<file path="src/rtl/piso_pkg.sv">
// piso_pkg: shared definitions for the parallel-in serial-out serializer.
//   piso_state_e  - two-state control FSM encoding (IDLE, SHIFT)
//   DEFAULT_WIDTH - default word length in bits
package piso_pkg;

  localparam int unsigned DEFAULT_WIDTH = 8;

  typedef enum logic {
    IDLE  = 1'b0,
    SHIFT = 1'b1
  } piso_state_e;

endpackage

</file>
<file path="src/rtl/piso_bit_counter.sv">
// piso_bit_counter: loadable down-counter with a zero flag.
// Counts the bits still to be emitted after the one currently on the line.
//   clk        - clock, rising edge
//   rst        - asynchronous active-high reset, clears the count
//   load       - load load_value (has priority over dec)
//   load_value - value loaded on load
//   dec        - decrement by one (saturates at zero)
//   zero       - count is zero
module piso_bit_counter #(
  parameter int unsigned CW = 3
) (
  input  logic          clk,
  input  logic          rst,
  input  logic          load,
  input  logic [CW-1:0] load_value,
  input  logic          dec,
  output logic          zero
);

  logic [CW-1:0] count;

  always_ff @(posedge clk or posedge rst) begin
    if (rst) begin
      count <= '0;
    end else if (load) begin
      count <= load_value;
    end else if (dec && !zero) begin
      count <= count - CW'(1);
    end
  end

  assign zero = (count == '0);

endmodule

</file>
<file path="src/rtl/piso_serializer.sv">
// piso_serializer: parallel-in serial-out serializer with valid/ready load.
// A word is accepted on any edge with load_valid & load_ready; its first bit
// appears on shift_out the following cycle, one bit per cycle after that.
// A new word can be accepted on the last-bit cycle, giving gapless streams.
//   clk          - clock, rising edge
//   rst          - asynchronous active-high reset
//   data_in      - parallel word to serialize
//   load_valid   - data_in holds a word to accept
//   load_ready   - a word is accepted on this edge if load_valid is high
//   shift_out    - registered serial bit stream (0 when idle)
//   frame_active - shift_out carries a valid data bit
//   last_bit     - shift_out carries the final bit of the word
module piso_serializer
  import piso_pkg::*;
#(
  parameter int unsigned WIDTH     = DEFAULT_WIDTH,
  parameter bit          MSB_FIRST = 1'b1
) (
  input  logic             clk,
  input  logic             rst,
  input  logic [WIDTH-1:0] data_in,
  input  logic             load_valid,
  output logic             load_ready,
  output logic             shift_out,
  output logic             frame_active,
  output logic             last_bit
);

  localparam int unsigned CW = $clog2(WIDTH);

  piso_state_e      state, state_next;
  logic [WIDTH-1:0] sreg, sreg_next;
  logic             shift_next;
  logic             transfer;
  logic             cnt_load;
  logic             cnt_dec;
  logic             cnt_zero;

  piso_bit_counter #(
    .CW (CW)
  ) u_bit_counter (
    .clk        (clk),
    .rst        (rst),
    .load       (cnt_load),
    .load_value (CW'(WIDTH - 1)),
    .dec        (cnt_dec),
    .zero       (cnt_zero)
  );

  // cnt is zero in IDLE as well, but state is tested explicitly for clarity.
  assign load_ready   = (state == IDLE) || cnt_zero;
  assign transfer     = load_valid && load_ready;
  assign frame_active = (state == SHIFT);
  assign last_bit     = frame_active && cnt_zero;

  always_comb begin
    state_next = state;
    sreg_next  = sreg;
    shift_next = shift_out;
    cnt_load   = 1'b0;
    cnt_dec    = 1'b0;
    if (transfer) begin
      // First bit goes straight to the output register; sreg keeps the rest.
      state_next = SHIFT;
      cnt_load   = 1'b1;
      if (MSB_FIRST) begin
        shift_next = data_in[WIDTH-1];
        sreg_next  = {data_in[WIDTH-2:0], 1'b0};
      end else begin
        shift_next = data_in[0];
        sreg_next  = {1'b0, data_in[WIDTH-1:1]};
      end
    end else if (state == SHIFT && !cnt_zero) begin
      cnt_dec = 1'b1;
      if (MSB_FIRST) begin
        shift_next = sreg[WIDTH-1];
        sreg_next  = {sreg[WIDTH-2:0], 1'b0};
      end else begin
        shift_next = sreg[0];
        sreg_next  = {1'b0, sreg[WIDTH-1:1]};
      end
    end else if (state == SHIFT) begin
      // Last bit done and nothing to load: drop back to a quiet line.
      state_next = IDLE;
      shift_next = 1'b0;
      sreg_next  = '0;
    end
  end

  always_ff @(posedge clk or posedge rst) begin
    if (rst) begin
      state     <= IDLE;
      sreg      <= '0;
      shift_out <= 1'b0;
    end else begin
      state     <= state_next;
      sreg      <= sreg_next;
      shift_out <= shift_next;
    end
  end

endmodule

</file>
<file path="config.mk">
export PLATFORM = sky130hd
export DESIGN_NAME = piso_serializer
export DESIGN_NICKNAME = d
export VERILOG_FILES = /design/src/rtl/piso_pkg.sv /design/src/rtl/piso_bit_counter.sv /design/src/rtl/piso_serializer.sv
export SDC_FILE = /design/constraint.sdc
export NUM_CORES = 1
export LEC_CHECK = 0
export CAP_MARGIN = 40
export CORE_AREA = 2 2 39 41
export DETAILED_ROUTE_END_ITERATION = 7
export DIE_AREA = 0 0 41 43
export PLACE_DENSITY = 0.77
export SLEW_MARGIN = 25
export SYNTH_ARGS = -nofsm -noshare
export SYNTH_HDL_FRONTEND = slang
export SYNTH_SLANG_ARGS = --single-unit
</file>
<file path="constraint.sdc">
create_clock -name clk -period 2 [get_ports clk]
set_clock_uncertainty 0.15 [all_clocks]
set_input_delay 0.6 -clock clk [delete_from_list [all_inputs] [get_ports clk]]
set_output_delay 0.6 -clock clk [all_outputs]
set_load 0.02 [all_outputs]
</file>
## Word-level counts from Yosys, hierarchy flattened

Index checks and enable logic that the tools add are counted.

| word-level totals | value |
|---|---|
| bits of input ports | 11 |
| register bits after elaboration | 13 |
| word-level logic and storage cells | 29 |
| output and inout port bits | 4 |

| cells by class | value |
|---|---|
| equality and inequality tests | 1 |
| add/sub/neg operators | 1 |
| bitwise gates (word level) | 1 |
| muxes and demuxes | 13 |
| reduce and logical (&&, ||, !) cells | 9 |

Operators with widths:

| cell | count |
|---|---|
| 2-to-1 mux 8 bit | 3 |
| 2-to-1 mux 1 bit | 8 |
| 2-to-1 mux 3 bit | 2 |
| logical AND 1 bit | 4 |
| zero test 3 bit | 1 |
| nonzero test 3 bit | 1 |
| subtractor 3 x 1 -> 3 bit, second input constant | 1 |
| != test 2 bit, second input constant | 1 |
| nonzero test 2 bit | 1 |
| zero test 1 bit | 1 |
| logical OR 1 bit | 1 |
| inverter 1 bit | 1 |

## Longest topological paths before layout

Gate-level depths: netlist of the first run.

| logic depth | value |
|---|---|
| word-level depth | 8 |
| mapped depth | 7 |

## Cells and area by module

From an unflattened synthesis of the first run, not the netlist that was laid out.

| second synthesis, totals | value |
|---|---|
| cell total of the unflattened synthesis | 72 |
| area, all modules | 782.0 sq um |

Modules (own cells, without submodules):

| module | cells each | area each (sq um) | instances |
|---|---|---|---|
| piso_serializer | 52 | 570.5 | 1 |
| piso_bit_counter | 20 | 211.5 | 1 |

## Worst setup path after synthesis of the first run

Ideal clock, no wire load.

| timing path | value |
|---|---|
| path kind | register to output |
| from | register u_bit_counter.count[0] |
| to | output port load_ready |
| path slack | 0.084 ns |
| stages on the path, launching flop included | 7 |
| arrival time | 1.166 ns |
| path through | dfrtp_1 inv_1 ha_1 nand2b_4 and2_4 buf_6 inv_1 |

| on the way | value |
|---|---|
| cells in the longest elaborated chain, start to end | 2 |

RTL lines:

| what | RTL line | source |
|---|---|---|
| start, declared | piso_bit_counter.sv:20 | `logic [CW-1:0] count;` |
| start signal, assigned | piso_bit_counter.sv:26 | `count <= load_value;` |
| start signal, assigned | piso_bit_counter.sv:28 | `count <= count - CW'(1);` |
| zero test 3 bit | piso_bit_counter.sv:32 | `assign zero = (count == '0);` |
| logical OR 1 bit | piso_serializer.sv:51 | `assign load_ready = (state == IDLE) \|\| cnt_zero;` |
| end, declared | piso_serializer.sv:23 | `output logic load_ready,` |

No other way between the ends.

## Worst setup path after layout of the first run

Ends and elaborated chain as after synthesis.

==> run_results.csv, run 1 <==
group,metric,value,unit
status,status,"complete, but fails checks",
status,violations,"negative setup slack",
min_path,hold_end,"sreg[7]$_DFFE_PP0P_",
finish,nets,99,
detailed_routing,drc,0,
power_and_ir_drop,p_clk_share,12.9,%
cts,clkSlewWorstSetupHoldPaths,0.07,ns
yosys,syn-cell-area,577,µm²
detailed_routing,ant_nets,0,
yosys,synthesis.nets,65,
critical_path,crit_arrival,1.28,ns
power_and_ir_drop,peakVddDrop,0.595,mV
cts,numCtsBuffers,3,
critical_path,r2r_slack,0.27,ns
critical_path,r2r-end,"sreg[4]$_DFFE_PP0P_",
cts,cts-root-buf,"clkbuf_4",
power_and_ir_drop,p_per_area,1280,nW/µm²
place,routabilityCongestion,0.695,
yosys,synthCells,52,
power_and_ir_drop,p_sw,0.374,mW
global_route,grt_usage,17.5,%
yosys,yosys_warnings,0,
place,port_buffers,14,
finish,antenna_cells,0,
detailed_routing,dr.first_iter.drc_count,10,
die,die-area,1760,µm²
cts,clk_latency,0.26,ns
min_path,hold_path.class,"reg -> reg",
die,core,1380,µm²
timing,worst_slew_pin_slew,0.547,ns
power_and_ir_drop,pwr-share-seq,34.3,%
critical_path,crit_required,1.25,ns
place,dpl.cell_count,94,
min_path,min_from,"sreg[6]$_DFFE_PP0P_",
yosys,synth_top_area_cell,"dfrtp_1",
finish,seq_area,300,µm²
yosys,synthDominantCellAreaShare,52.1,%
detailed_routing,firstDrtPassIters,4,
global_route,antenna_found_initial,0,
global_route,grt_pass1_wl,2080,µm
min_path,hold_depth,1,
yosys,synthAdderAreaFrac,4.34,%
yosys,synth-xor-area-share,0,%
cts,cts.sinks,12,
finish,final_common_cell,"buf_4",
yosys,ys_types,15,
die,ios,15,
timing,fin_crit_sh,102,%
finish,final_cell_mix,"buf_4, dfrtp_1, clkdlybuf4s50_1, and2_1, a221o_1",
run,drv_cap,0,
detailed_routing,wl_per_cell,12.5,µm
cts,h-tree-depth,1,
yosys,syn_avg_cell_area,11.1,µm²
cts,cts_tree,"done",
critical_path,reg2reg_depth,6,
die,chipWidth,41,µm
timing,slew_viol_final,0,
power_and_ir_drop,p_comb_share,52.8,%
yosys,synthTopCellsByArea,"dfrtp_1, a221o_1, and2_1, inv_1, ha_1",
power_and_ir_drop,p_int,0.749,mW
yosys,synth-simple-area-share,15.6,%
critical_path,r2r-start,"u_bit_counter.count[0]$_DFFE_PP0P_",
finish,drive_above_1_share,32.1,%
global_route,overflow,0,
global_route,grt_max_degree,13,
critical_path,critPathMaxFanout,4,
power_and_ir_drop,netSwitchingFraction,33.3,%
power_and_ir_drop,leakage,0.444,nW
timing,finalSetupViolCount,1,
detailed_routing,vias_per_cell,5.24,
place,hpwlAfterDp,929,µm
place,pre_cts_slack,-0.328,ns
yosys,synth-compound-area-share,21.5,%
critical_path,cp-end-kind,"primary output",
critical_path,cp-start-kind,"flip-flop",
yosys,synthMuxAreaShare,0,%
timing,period_minus_slack,2.03,ns
yosys,synth_top_family_by_area,"compound AO/OA/AOI/OAI gates",
finish,fillers,117,
timing,final_hold_viol_count,0,
finish,layout.cells.non_filler,100,
detailed_routing,drt-total-wl,1250,µm
die,num_rows,14,
finish,multi_input_area,251,µm²
yosys,synth_seq_cells,12,
die,die_h,43,µm
cts,hold_buffers,0,
finish,syn_to_final_growth,52.7,%
global_route,grt_pass1_vias,498,
timing,layout_setup_ws,-0.0324,ns
timing,rsz0062_at_grt,"true",
timing,fin_setup_tns,-0.0324,ns
timing,relSlewSlack,63.6,%
die,start_util,41.7,%
timing,fmax,492,MHz
critical_path,path_class,"reg -> out",
detailed_routing,via_count,524,
cts,clock_path_buffers,2,
yosys,seq_area_frac_synth,52.1,%
## synth_stat cells
cell,n
ha_1,2
o32a_1,1
nor2_1,3
nand2_1,2
a21oi_1,4
inv_1,7
a221o_1,7
buf_6,1
and2_4,1
o32ai_1,1
nand2b_4,1
dfrtp_1,12
nor3_1,1
and2_1,7
a211oi_1,2
## cell type report
cell class,instances,share of cell area (%)
flip-flops and latches,12,34.1
repair buffers,30,29.5
multi-input cells,32,28.6
inverters,7,2.98
clock buffers,3,2.56
well taps,16,2.27
## critical path: stages (launching register included)
cell	delay, ns
dfrtp_1	0.39
inv_2	0.08
ha_4	0.15
nand2b_4	0.07
and2_4	0.17
inv_2	0.06
buf_6	0.11
## worst max-delay path by stage
stage | startpoint | to | slack (ns) | depth (start not counted)
2_1_floorplan | u_bit_counter.count[0]$_DFFE_PP0P_ | load_ready | 0.08 | 6
5_1_grt | u_bit_counter.count[0]$_DFFE_PP0P_ | load_ready | -0.09 | 6
3_5_place_dp | u_bit_counter.count[0]$_DFFE_PP0P_ | load_ready | -0.33 | 6
4_1_cts | u_bit_counter.count[1]$_DFFE_PP0P_ | load_ready | -0.05 | 6
6_report | u_bit_counter.count[0]$_DFFE_PP0P_ | load_ready | -0.03 | 6
3_3_place_gp | u_bit_counter.count[1]$_DFFE_PP0P_ | load_ready | -0.26 | 6
## sequential cells by signal, summed over array words and instances, names as in the netlist
signal,count
u_bit_counter.count,3
sreg,7
shift_out,1
frame_active,1
## cells by family (layout without fill, tap and decap cells)
logic type,count (synthesis),in the layout
adders and majority gates,2,2
buffers and inverters,8,40
and+or+nand+nor,15,15
DFF,12,12
AOI/OAI and AO/OA,15,15
## metal layers
| metal | up-vias | part of all wire [%] | track usage, % |
|---|---|---|---|
| li1 | 252 | - | - |
| met1 | 253 | 43 | 23.1 |
| met2 | 19 | 51 | 26.6 |
| met3 | 0 | 6.1 | 3.14 |
| met4 | 0 | 0 | 8.00 |
| met5 | - | 0 | 0 |
## repair_timing
item                                   in CTS  in global routing
pin swaps                                   1                  1
setup endpoints to repair                   3                  3
endpoints found under the hold margin       0                  0
resized for setup                          16                  2
buffers inserted                            1                  2
## metrics by stage
stage	power (mW)	hold slack [ns]	area (µm²)	utilization, %
6_report	1.12	0.364	881	63.7
5_1_grt	1.20	0.390	881	63.7
2_1_floorplan	0.671	0.292	577	-
3_5_place_dp	0.912	0.339	823	59.5
3_3_place_gp	0.888	0.334	823	59.5
4_1_cts	1.10	0.362	861	62.2
## power by group through the flow
stage | Sequential, mW | Clock [mW] | Combinational [mW]
floorplan | 0.393 | 0 | 0.277
global placement | 0.380 | 0 | 0.509
detailed placement | 0.386 | 0 | 0.526
CTS | 0.385 | 0.149 | 0.569
global route | 0.392 | 0.161 | 0.647
finish | 0.386 | 0.145 | 0.593
(Power assumes the default switching activity.)
==> inputs of run 2 (changes only) <==
--- a/config.mk
+++ b/config.mk
@@ -9,7 +9,8 @@
 export CORE_AREA = 2 2 39 41
 export DETAILED_ROUTE_END_ITERATION = 7
 export DIE_AREA = 0 0 41 43
-export PLACE_DENSITY = 0.77
+export DONT_BUFFER_PORTS = 1
+export PLACE_DENSITY = 0.63
 export SLEW_MARGIN = 25
 export SYNTH_ARGS = -nofsm -noshare
 export SYNTH_HDL_FRONTEND = slang
==> constraint.sdc (replaced) <==
create_clock -name clk -period 2.44 [get_ports clk]
set_clock_uncertainty 0.15 [all_clocks]
set_input_delay 0.732 -clock clk [delete_from_list [all_inputs] [get_ports clk]]
set_output_delay 0.732 -clock clk [all_outputs]
set_load 0.02 [all_outputs]
==> run_results.csv, run 2 (synthesis results as in run 1) <==
group,metric,value,unit
status,status,"completed",
cts,hold_buffers,0,
timing,rsz0062_at_grt,"false",
finish,fin_util,43.9,%
finish,fin_area,608,µm²
global_route,grt_pass1_wl,1730,µm
timing,period_minus_slack,2.33,ns
critical_path,critPathMaxFanout,11,
finish,largest_register_ffs,7,
global_route,overflow,0,
cts,h-tree-depth,1,
finish,syn_to_final_growth,5.42,%
power_and_ir_drop,p_per_area,1150,nW/µm²
timing,worst_slew_pin_slew,0.539,ns
min_path,hold_path.class,"in -> async",
run,drv_cap,0,
cts,clk_latency,0.27,ns
die,die_h,43,µm
place,port_buffers,0,
critical_path,path_class,"reg -> out",
timing,fin_setup_tns,0,ns
global_route,grt_usage,15.2,%
finish,drive_above_1_share,9.26,%
die,chipWidth,41,µm
critical_path,cp-end-kind,"primary output",
detailed_routing,via_count,395,
cts,postCtsSetupRepairBufs,0,
critical_path,cp_cell_sequence,"inv_1 > ha_1 > nand2b_4 > and2_4 > inv_1",
detailed_routing,dr.first_iter.drc_count,18,
timing,fin_crit_sh,95.4,%
global_route,grt_max_degree,13,
place,routabilityCongestion,0.750,
finish,antenna_cells,0,
critical_path,slowest_delay,0.40,ns
timing,finalSetupViolCount,0,
cts,cts_tree,"done",
timing,fmax,430,MHz
detailed_routing,drc,0,
critical_path,crit_required,1.56,ns
cts,cts-root-buf,"clkbuf_4",
global_route,grt_pass1_vias,393,
detailed_routing,firstDrtPassIters,4,
cts,postCtsResizedCells,0,
global_route,antenna_found_initial,0,
critical_path,cp-start-kind,"flip-flop",
cts,cts.sinks,12,
power_and_ir_drop,leakage,0.301,nW
finish,top_register,"sreg",
die,core,1380,µm²
critical_path,crit_arrival,1.45,ns
detailed_routing,wl_per_cell,14.8,µm
timing,relSlewSlack,64.1,%
cts,clkSlewWorstSetupHoldPaths,0.07,ns
timing,final_hold_viol_count,0,
detailed_routing,drt-total-wl,1040,µm
finish,nets,69,
die,start_util,41.7,%
power_and_ir_drop,peakVddDrop,0.434,mV
critical_path,slowest_stage,"dfrtp_1",
timing,slew_viol_final,0,
finish,final_cell_mix,"dfrtp_1, inv_1, and2_1, a221o_1, a21oi_1",
finish,top_regs,"sreg x7, u_bit_counter.count x3",
place,placed_cell_area,586,µm²
die,num_rows,14,
cts,numCtsBuffers,3,
die,die-area,1760,µm²
place,hpwlAfterDp,769,µm
detailed_routing,ant_nets,0,
detailed_routing,vias_per_cell,5.64,
critical_path,crit_top_cell,"inv_1",
cts,clock_path_buffers,2,
finish,final_common_cell,"dfrtp_1",
die,ios,15,
==> run 2: worst paths after layout <==
path	endpoint	cells past startpoint	from	slack [ns]
min	sreg[6]$_DFFE_PP0P_	1	rst	0.20
max reg2reg	sreg[2]$_DFFE_PP0P_	5	u_bit_counter.count[0]$_DFFE_PP0P_	0.71
min in group clk	u_bit_counter.count[0]$_DFFE_PP0P_	1	u_bit_counter.count[0]$_DFFE_PP0P_	0.33
min reg2reg	u_bit_counter.count[0]$_DFFE_PP0P_	1	u_bit_counter.count[0]$_DFFE_PP0P_	0.33
max	load_ready	5	u_bit_counter.count[0]$_DFFE_PP0P_	0.11
max in group asynchronous	sreg[4]$_DFFE_PP0P_	1	rst	1.64
==> run 2: power by group <==
part	internal [mW]	switching, mW	total, mW
registers	0.274	0.0591	0.333
clock network	0.0570	0.0593	0.116
logic	0.117	0.132	0.249
==> run 2: layout make-up <==
type                    instances  area (µm²)
fillers                       135         776
flip-flops and latches         12         300
multi-input cells              32         239
inverters                       7        26.3
clock buffers                   3        22.5
well taps                      16        20.0
==> run 2: metrics by stage <==
step                      power, mW  hold WS, ns  setup slack (ns)  std cells
final                         0.698        0.195             0.112         70
after global routing          0.754        0.229            0.0164         70
after CTS                     0.706        0.209             0.104         70
after detailed placement      0.587        0.325             0.401         67
after global placement        0.578        0.314             0.434         67
after floorplan               0.550        0.292             0.392         52
==> run 2: critical path, delay by kind of cell, from the launching register on <==
family / cells / cell delay, ns
buf+inv: 2 / 0.25
fa+ha+maj: 1 / 0.24
flops: 1 / 0.40
simple gates: 2 / 0.29
==> run 2: layer usage <==
metal | wire, µm | global-route usage, % | vias up | part of all wire (%)
met2 | 498 | 20.9 | 8 | 48
met1 | 451 | 18.8 | 189 | 43
li1 | - | - | 194 | -
met4 | 27 | 10.0 | 0 | 2.6
met5 | 0 | 0 | - | 0
met3 | 61 | 6.28 | 4 | 5.9
==> inputs of run 3 (changes only) <==
--- a/config.mk
+++ b/config.mk
@@ -6,11 +6,10 @@
 export NUM_CORES = 1
 export LEC_CHECK = 0
 export CAP_MARGIN = 40
-export CORE_AREA = 2 2 39 41
+export CORE_UTILIZATION = 35
 export DETAILED_ROUTE_END_ITERATION = 7
-export DIE_AREA = 0 0 41 43
 export DONT_BUFFER_PORTS = 1
-export PLACE_DENSITY = 0.63
+export PLACE_DENSITY = 0.54
 export SLEW_MARGIN = 25
 export SYNTH_ARGS = -nofsm -noshare
 export SYNTH_HDL_FRONTEND = slang
==> run_results.csv, run 3 (synthesis results as in run 1) <==
group,metric,value,unit
cts,clkSlewWorstSetupHoldPaths,0.07,ns
die,chipWidth,42.6,µm
finish,final_common_cell,"dfrtp_1",
timing,period_minus_slack,2.32,ns
critical_path,crit_arrival,1.44,ns
min_path,hold_path.class,"in -> async",
place,port_buffers,0,
global_route,overflow,0,
timing,relSlewSlack,61.3,%
finish,syn_to_final_growth,5.42,%
global_route,grt_pass1_wl,1750,µm
cts,cts-root-buf,"clkbuf_4",
critical_path,r2r-start,"u_bit_counter.count[0]$_DFFE_PP0P_",
detailed_routing,firstDrtPassIters,4,
timing,final_hold_viol_count,0,
die,die-area,1810,µm²
power_and_ir_drop,p_per_area,1140,nW/µm²
finish,multi_input_area,239,µm²
finish,fillers,152,
global_route,antenna_found_initial,0,
cts,postCtsSetupRepairBufs,0,
timing,finalSetupViolCount,0,
critical_path,cp-start-kind,"flip-flop",
global_route,grt_max_degree,13,
detailed_routing,drt-total-wl,982,µm
finish,largest_register_ffs,7,
finish,top_register,"sreg",
detailed_routing,ant_nets,0,
critical_path,path_class,"reg -> out",
cts,clock_path_buffers,2,
cts,cts_tree,"done",
place,pre_cts_slack,0.395,ns
timing,worst_slew_pin_slew,0.581,ns
critical_path,critPathMaxFanout,11,
power_and_ir_drop,peakVddDrop,0.518,mV
cts,h-tree-depth,1,
timing,fin_crit_sh,95.3,%
finish,nets,69,
die,num_rows,14,
timing,layout_setup_ws,0.115,ns
die,die_h,42.6,µm
timing,fmax,430,MHz
critical_path,r2r_slack,0.69,ns
finish,top_regs,"sreg x7, u_bit_counter.count x3",
cts,clk_latency,0.26,ns
die,start_util,37.8,%
global_route,grt_usage,13.2,%
cts,numCtsBuffers,3,
die,ios,15,
status,status,"completed",
place,placed_cell_area,586,µm²
global_route,grt_pass1_vias,434,
detailed_routing,dr.first_iter.drc_count,4,
critical_path,crit_required,1.56,ns
detailed_routing,wl_per_cell,14.0,µm
critical_path,r2r-end,"sreg[4]$_DFFE_PP0P_",
detailed_routing,vias_per_cell,5.69,
place,routabilityCongestion,0.655,
timing,slew_viol_final,0,
detailed_routing,via_count,398,
cts,cts.sinks,12,
timing,fin_setup_tns,0,ns
die,core,1520,µm²
finish,antenna_cells,0,
run,drv_cap,0,
finish,drive_above_1_share,9.26,%
detailed_routing,drc,0,
finish,seq_area,300,µm²
critical_path,reg2reg_depth,5,
cts,hold_buffers,0,
power_and_ir_drop,leakage,0.301,nW
critical_path,cp-end-kind,"primary output",
finish,final_cell_mix,"dfrtp_1, inv_1, and2_1, a221o_1, a21oi_1",
timing,rsz0062_at_grt,"false",
cts,postCtsResizedCells,0,
finish,fin_area,608,µm²
[run 3: stage by stage]
step                      power (mW)  util (%)  instances  hold slack (ns)
final                          0.691      39.9         70            0.214
after global routing           0.756      39.9         70            0.244
after CTS                      0.702      39.9         70            0.229
after detailed placement       0.582      38.4         67            0.315
after global placement         0.582      38.4         67            0.314
after floorplan                0.550         -         52            0.292
[run 3: routing by layer]
metal	track usage [%]	up-vias	wire, µm
li1	-	192	-
met1	17.4	196	471
met2	18.8	8	462
met3	4.31	2	37
met4	7.50	0	10
met5	0	-	0
[run 3: area by class of cell]
type / count / share of cell area [%]
well taps: 16 / 3.29
multi-input cells: 32 / 39.3
inverters: 7 / 4.32
flip-flops and latches: 12 / 49.4
clock buffers: 3 / 3.70
[run 3: worst max path at each step]
stage	cells after the start	endpoint	start	slack (ns)
after CTS	5	load_ready	u_bit_counter.count[0]$_DFFE_PP0P_	0.10
after floorplan	6	load_ready	u_bit_counter.count[0]$_DFFE_PP0P_	0.39
after detailed placement	5	load_ready	u_bit_counter.count[0]$_DFFE_PP0P_	0.39
after global routing	5	load_ready	u_bit_counter.count[0]$_DFFE_PP0P_	0.01
final	5	load_ready	u_bit_counter.count[0]$_DFFE_PP0P_	0.12
after global placement	5	load_ready	u_bit_counter.count[0]$_DFFE_PP0P_	0.43
[run 3: power breakdown]
| part | total, mW | leakage, nW | internal, mW | switching (mW) |
|---|---|---|---|---|
| sequential | 0.330 | 0.151 | 0.273 | 0.0565 |
| combinational | 0.244 | 0.136 | 0.116 | 0.128 |
| clock | 0.117 | 0.0138 | 0.0569 | 0.0598 |
[run 3: worst max-delay path, stage by stage, from the launching register on]
cell      delay, ns
dfrtp_1        0.40
inv_1          0.08
ha_1           0.23
nand2b_4       0.09
and2_4         0.20
inv_1          0.18
